===== src/rtl/lcd_pin_responder.sv =====
// lcd_pin_responder: LCD-side model of the HD44780 character-LCD pin bundle.
// Decodes E strobes into byte writes, tracks bus mode, busy flag and DDRAM address.
module lcd_pin_responder #(
    parameter int BUSY_CYCLES      = 2000,
    parameter int LONG_BUSY_CYCLES = 76000
) (
    input  logic       clk,
    input  logic       rst_n,
    input  logic [6:0] pins,
    output logic [3:0] db_rd,
    output logic       db_oe,
    output logic       wr_valid,
    output logic       wr_rs,
    output logic [7:0] wr_byte,
    output logic       busy,
    output logic [6:0] addr,
    output logic       err
);

    // pins layout (lcd_pins_t, MSB first): db[7:4], rw, rs, e
    localparam int MAXB = (LONG_BUSY_CYCLES > BUSY_CYCLES) ?
                          LONG_BUSY_CYCLES : BUSY_CYCLES;
    localparam int CW = $clog2(MAXB + 1);
    localparam logic [CW-1:0] SHORT_LD = CW'(BUSY_CYCLES - 1);
    localparam logic [CW-1:0] LONG_LD  = CW'(LONG_BUSY_CYCLES - 1);

    // BYTE_MODE: 8-bit bus; NIB_HI/NIB_LO: 4-bit bus, phase 0/1
    typedef enum logic [1:0] {
        BYTE_MODE = 2'd0,
        NIB_HI    = 2'd1,
        NIB_LO    = 2'd2
    } mode_e;

    logic [6:0]    p_q;
    mode_e         mode_q, mode_d;
    logic [3:0]    hi_q, hi_d;
    logic          hi_rs_q, hi_rs_d;
    logic          hi_rw_q, hi_rw_d;
    logic [7:0]    rd_byte_q, rd_byte_d;
    logic [CW-1:0] cnt_q, cnt_d;
    logic          busy_q, busy_d;
    logic [6:0]    addr_q, addr_d;
    logic          err_q, err_d;
    logic          wr_valid_q, wr_valid_d;
    logic          wr_rs_q, wr_rs_d;
    logic [7:0]    wr_byte_q, wr_byte_d;

    logic       e_rise;
    logic       e_fall;
    logic [3:0] f_db;
    logic       f_rs;
    logic       f_rw;

    assign e_rise = pins[0] & ~p_q[0];
    assign e_fall = ~pins[0] & p_q[0];
    assign f_db   = p_q[6:3];
    assign f_rw   = p_q[2];
    assign f_rs   = p_q[1];

    // Strobe decode, busy countdown, address counter and read snapshot
    always_comb begin
        logic       done;
        logic [7:0] t_byte;
        logic       t_rs;
        logic       t_rw;
        logic       is_home;

        mode_d     = mode_q;
        hi_d       = hi_q;
        hi_rs_d    = hi_rs_q;
        hi_rw_d    = hi_rw_q;
        rd_byte_d  = rd_byte_q;
        cnt_d      = cnt_q;
        busy_d     = busy_q;
        addr_d     = addr_q;
        err_d      = err_q;
        wr_valid_d = 1'b0;
        wr_rs_d    = wr_rs_q;
        wr_byte_d  = wr_byte_q;
        done       = 1'b0;
        t_byte     = 8'h00;
        t_rs       = 1'b0;
        t_rw       = 1'b0;
        is_home    = 1'b0;

        if (cnt_q != '0) begin
            cnt_d = cnt_q - CW'(1);
        end else begin
            busy_d = 1'b0;
        end

        // Snapshot only on the first nibble of a read
        if (e_rise && pins[2] && mode_q != NIB_LO) begin
            rd_byte_d = pins[1] ? 8'h00 : {busy_q, addr_q};
        end

        if (e_fall) begin
            unique case (mode_q)
                BYTE_MODE: begin
                    done   = 1'b1;
                    t_byte = {f_db, 4'h0};
                    t_rs   = f_rs;
                    t_rw   = f_rw;
                    if (!f_rw && !f_rs && f_db == 4'b0010) begin
                        mode_d = NIB_HI;
                    end
                end
                NIB_HI: begin
                    hi_d    = f_db;
                    hi_rs_d = f_rs;
                    hi_rw_d = f_rw;
                    mode_d  = NIB_LO;
                end
                NIB_LO: begin
                    done   = 1'b1;
                    t_byte = {hi_q, f_db};
                    t_rs   = hi_rs_q;
                    t_rw   = hi_rw_q;
                    mode_d = NIB_HI;
                    if (f_rs != hi_rs_q || f_rw != hi_rw_q) begin
                        err_d = 1'b1;
                    end
                end
                default: mode_d = BYTE_MODE;
            endcase
        end

        is_home = !t_rs && (t_byte == 8'h01 || t_byte == 8'h02 ||
                            t_byte == 8'h03);

        if (done && !t_rw) begin
            wr_valid_d = 1'b1;
            wr_rs_d    = t_rs;
            wr_byte_d  = t_byte;
            if (busy_q) begin
                err_d = 1'b1;
            end
            cnt_d  = is_home ? LONG_LD : SHORT_LD;
            busy_d = 1'b1;
            if (t_rs) begin
                addr_d = addr_q + 7'd1;
            end else if (t_byte[7]) begin
                addr_d = t_byte[6:0];
            end else if (is_home) begin
                addr_d = 7'd0;
            end
        end
    end

    // State registers; reset drops any partial nibble and returns to 8-bit mode
    always_ff @(posedge clk or negedge rst_n) begin
        if (!rst_n) begin
            p_q        <= 7'd0;
            mode_q     <= BYTE_MODE;
            hi_q       <= 4'd0;
            hi_rs_q    <= 1'b0;
            hi_rw_q    <= 1'b0;
            rd_byte_q  <= 8'h00;
            cnt_q      <= '0;
            busy_q     <= 1'b0;
            addr_q     <= 7'd0;
            err_q      <= 1'b0;
            wr_valid_q <= 1'b0;
            wr_rs_q    <= 1'b0;
            wr_byte_q  <= 8'h00;
        end else begin
            p_q        <= pins;
            mode_q     <= mode_d;
            hi_q       <= hi_d;
            hi_rs_q    <= hi_rs_d;
            hi_rw_q    <= hi_rw_d;
            rd_byte_q  <= rd_byte_d;
            cnt_q      <= cnt_d;
            busy_q     <= busy_d;
            addr_q     <= addr_d;
            err_q      <= err_d;
            wr_valid_q <= wr_valid_d;
            wr_rs_q    <= wr_rs_d;
            wr_byte_q  <= wr_byte_d;
        end
    end

    assign db_rd    = (mode_q == NIB_LO) ? rd_byte_q[3:0] : rd_byte_q[7:4];
    assign db_oe    = p_q[2];
    assign wr_valid = wr_valid_q;
    assign wr_rs    = wr_rs_q;
    assign wr_byte  = wr_byte_q;
    assign busy     = busy_q;
    assign addr     = addr_q;
    assign err      = err_q;

endmodule


===== config.mk =====
export PLATFORM = sky130hd
export DESIGN_NAME = lcd_pin_responder
export DESIGN_NICKNAME = d
export VERILOG_FILES = /design/src/rtl/lcd_pin_responder.sv
export SDC_FILE = /design/constraint.sdc
export NUM_CORES = 1
export LEC_CHECK = 0
export BUFFER_PORTS_ARGS = -buffer_cell sky130_fd_sc_hd__buf_2
export CAP_MARGIN = 20
export CORE_UTILIZATION = 58
export CTS_CLUSTER_DIAMETER = 50
export DETAILED_ROUTE_END_ITERATION = 12
export PLACE_DENSITY = 0.89
export SYNTH_ARGS = -nofsm -noshare
export SYNTH_HDL_FRONTEND = slang
export SYNTH_SLANG_ARGS = --single-unit

===== constraint.sdc =====
create_clock -name clk -period 2.37 [get_ports clk]
set_input_delay 0.237 -clock clk [delete_from_list [all_inputs] [get_ports clk]]
set_output_delay 0.237 -clock clk [all_outputs]
set_load 0.02 [all_outputs]

==> flow_metrics.tcl <==
set metrics [dict create \
    clk_pin_slew_worst_paths_ns 0.06 \
    numCtsBuffers 9 \
    synth_area_leaders "dfrtp_1, mux2_2, nand2_1" \
    timing.fmax_mhz 479 \
    cts_setup_buffers 0 \
    cp_max_fo 11 \
    crit_type "reg2reg" \
    boundaryPins 33 \
    clock_skew_ns 0.00755 \
    synth_common_cells "dfrtp_1, nand2_1, nor2_1, o21ai_0, mux2_2" \
    rsz0062_at_grt "no" \
    synth_area_leader_cell "dfrtp_1" \
    cts_hold_buf 3 \
    rows 25 \
    grt_max_degree 60 \
    portBuffers 32 \
    ys_seq_elements 59 \
    num_antenna_cells 0 \
    syn_area_mm2 0.00292 \
    hold_slack_ns 0.0161 \
    hold_path_class "in2reg" \
    die_w_um 72.9 \
    post-route-cell-area_mm2 0.00341 \
    cts-root-buf "clkbuf_8" \
    firstDrtPassIters 4 \
    ir_drop_v 0.000604 \
    cp.required_ns 2.59 \
    nets 337 \
    yosysMostFrequentCell "dfrtp_1" \
    clk_latency_ns 0.33 \
    crit_chain "mux2i_1 > o221ai_2 > nor4b_2 > nor2_4 > a211o_1" \
    detailed_place_hpwl_mm 4.22 \
    core_area_mm2 0.00479 \
    avgSynthCellArea_um2 10.3 \
    place_area_mm2 0.00315 \
    p_leak_nw 1.58 \
    cts_tree "yes" \
    overflow 0 \
    synth_top_area_share_pct 50.6 \
    fin_cells 398 \
    area_growth_pct 17.0 \
    synth_seq_area_share_pct 50.6 \
    grt.total_usage_pct 26.6 \
    drtIter0Drc 153 \
    slew_violations 0 \
    post-route-period-util_pct 88.2 \
    critPathMaxStageDelay_ns 0.63 \
    synth_ff_type "dfrtp_1" \
    grt_antenna_before_repair 0 \
    cts_resized 0 \
    synth_edf_count 0 \
    die_area_mm2 0.00532 \
    tns_ns 0 \
    finalSetupViolations 0 \
    netlist-cell-type-count 51 \
    slew_headroom_pct 51.7 \
    arrival_ns 2.31 \
    power_density_mw_per_mm2 821 \
    die_h_um 72.9 \
    drive_above_1_share_pct 24.2 \
    ys_warn_count 0 \
    placed_cells 379 \
    run_status "finished clean" \
    syn_inst 284 \
    cp-end-kind "flip-flop" \
    syn-num-nets 295 \
    routedWlPerCell_um 15.6 \
    dr_total_vias 2265 \
    cts.sinks 59 \
    final_antenna_net_count 0 \
    cts_buffer_depth 2 \
    initial_utilization_pct 60.9 \
    drc 0 \
    gp_congestion 0.872 \
    period_minus_slack_ns 2.09 \
    grt_pass1_vias 2158 \
    drt_wl_total_mm 6.22 \
    cts.htree.levels 3 \
    fill_cells 353 \
    viasPerCell 5.69 \
    cap_viol_max_count 0 \
    critPathLaunchType "flip-flop" \
    hold_violations 0 \
    grt_first_pass_wirelength_mm 10.3 \
    tightest_slew_ns 0.725 \
    async_flop_share_pct 100 \
    cp_slowest_cell "dfrtp_1" \
]
## where the power goes
part / switching [W] / leakage [nW] / total, W / internal [W]
clock: 0.000374 / 0.113 / 0.00102 / 0.000648
sequential: 0.000163 / 0.752 / 0.00132 / 0.00116
combinational: 0.000238 / 0.716 / 0.000460 / 0.000222
total: 0.000775 / 1.58 / 0.00280 / 0.00202
## cells by family (layout without fill, tap and decap cells)
family / after synthesis / count (layout) / share of synthesized area (%)
and+or+nand+nor: 121 / 121 / 22.3
DFF: 59 / 59 / 50.6
AOI/OAI and AO/OA: 48 / 48 / 10.4
muxes: 23 / 23 / 8.58
xor gates and xnor gates: 17 / 17 / 5.11
buffers and inverters: 14 / 61 / 2.14
adders and majority gates: 2 / 2 / 0.858
## path summary, 6_finish.rpt
check | cells past startpoint | to | slack, ns | start
worst max-delay path | 5 | addr[0] | 0.28 | mode_q[1]
worst min-delay path | 1 | p_q[4] | 0.02 | pins[4]
worst max register to register | 5 | addr[0] | 0.28 | mode_q[1]
worst min register to register | 2 | err | 0.47 | err
max in group asynchronous | 2 | wr_byte[3] | 1.84 | rst_n
min in group asynchronous | 2 | wr_byte[7] | 0.03 | rst_n
## metal layers
| layer | vias up | GRT usage (%) | wire length, um |
|---|---|---|---|
| met1 | 1121 | 35.3 | 2830 |
| met5 | - | 0 | 0 |
| met2 | 54 | 43.1 | 3060 |
| li1 | 1078 | - | - |
| met4 | 0 | 12.6 | 107 |
| met3 | 12 | 4.14 | 223 |
## sequential cells by signal, indices dropped and copies added (netlist names), 2 cells and up
signal     cells
hi_q           4
rd_byte_q      8
mode_q         2
wr_byte        8
addr           7
p_q            7
cnt_q         17
## cell type report
class,count,area [um2],share of cell area [%]
Sequential cell,59,1480,43.3
Multi-Input combinational cell,211,1380,40.4
Timing Repair Buffer,40,228,6.67
Clock buffer,12,155,4.55
Tap cell,67,83.8,2.46
Clock inverter,4,72.6,2.13
Inverter,5,18.8,0.550
## through the flow
stage / utilization (%) / setup slack [ns] / power (W)
3_3_place_gp: 65.9 / 0.338 / 0.00176
2_1_floorplan: - / 0.454 / 0.00164
6_report: 71.3 / 0.280 / 0.00280
4_1_cts: 71.3 / 0.273 / 0.00282
3_5_place_dp: 65.9 / 0.295 / 0.00179
5_1_grt: 71.3 / 0.161 / 0.00293
## worst max-delay path, delay by kind of cell (launching register included)
kind               cells  cell delay, ns
DFF                    1            0.63
muxes                  1            0.31
AOI/OAI and AO/OA      2            0.45
and+or+nand+nor        2            0.58
## cells in the final DEF (no fill, tap or decap), types with 5 or more instances in the layout
cell type	synthesis	final
o21ai_0	21	21
dfrtp_1	59	59
nand2b_1	13	13
mux2i_1	7	7
mux2_2	16	16
nand3_1	12	12
inv_1	5	5
buf_4	2	5
xnor2_1	9	9
a21oi_1	8	8
xor2_1	8	8
nand2_1	47	47
buf_2	2	32
clkbuf_8	0	11
nor2_1	21	21
Power figures use the tool's default switching activity.
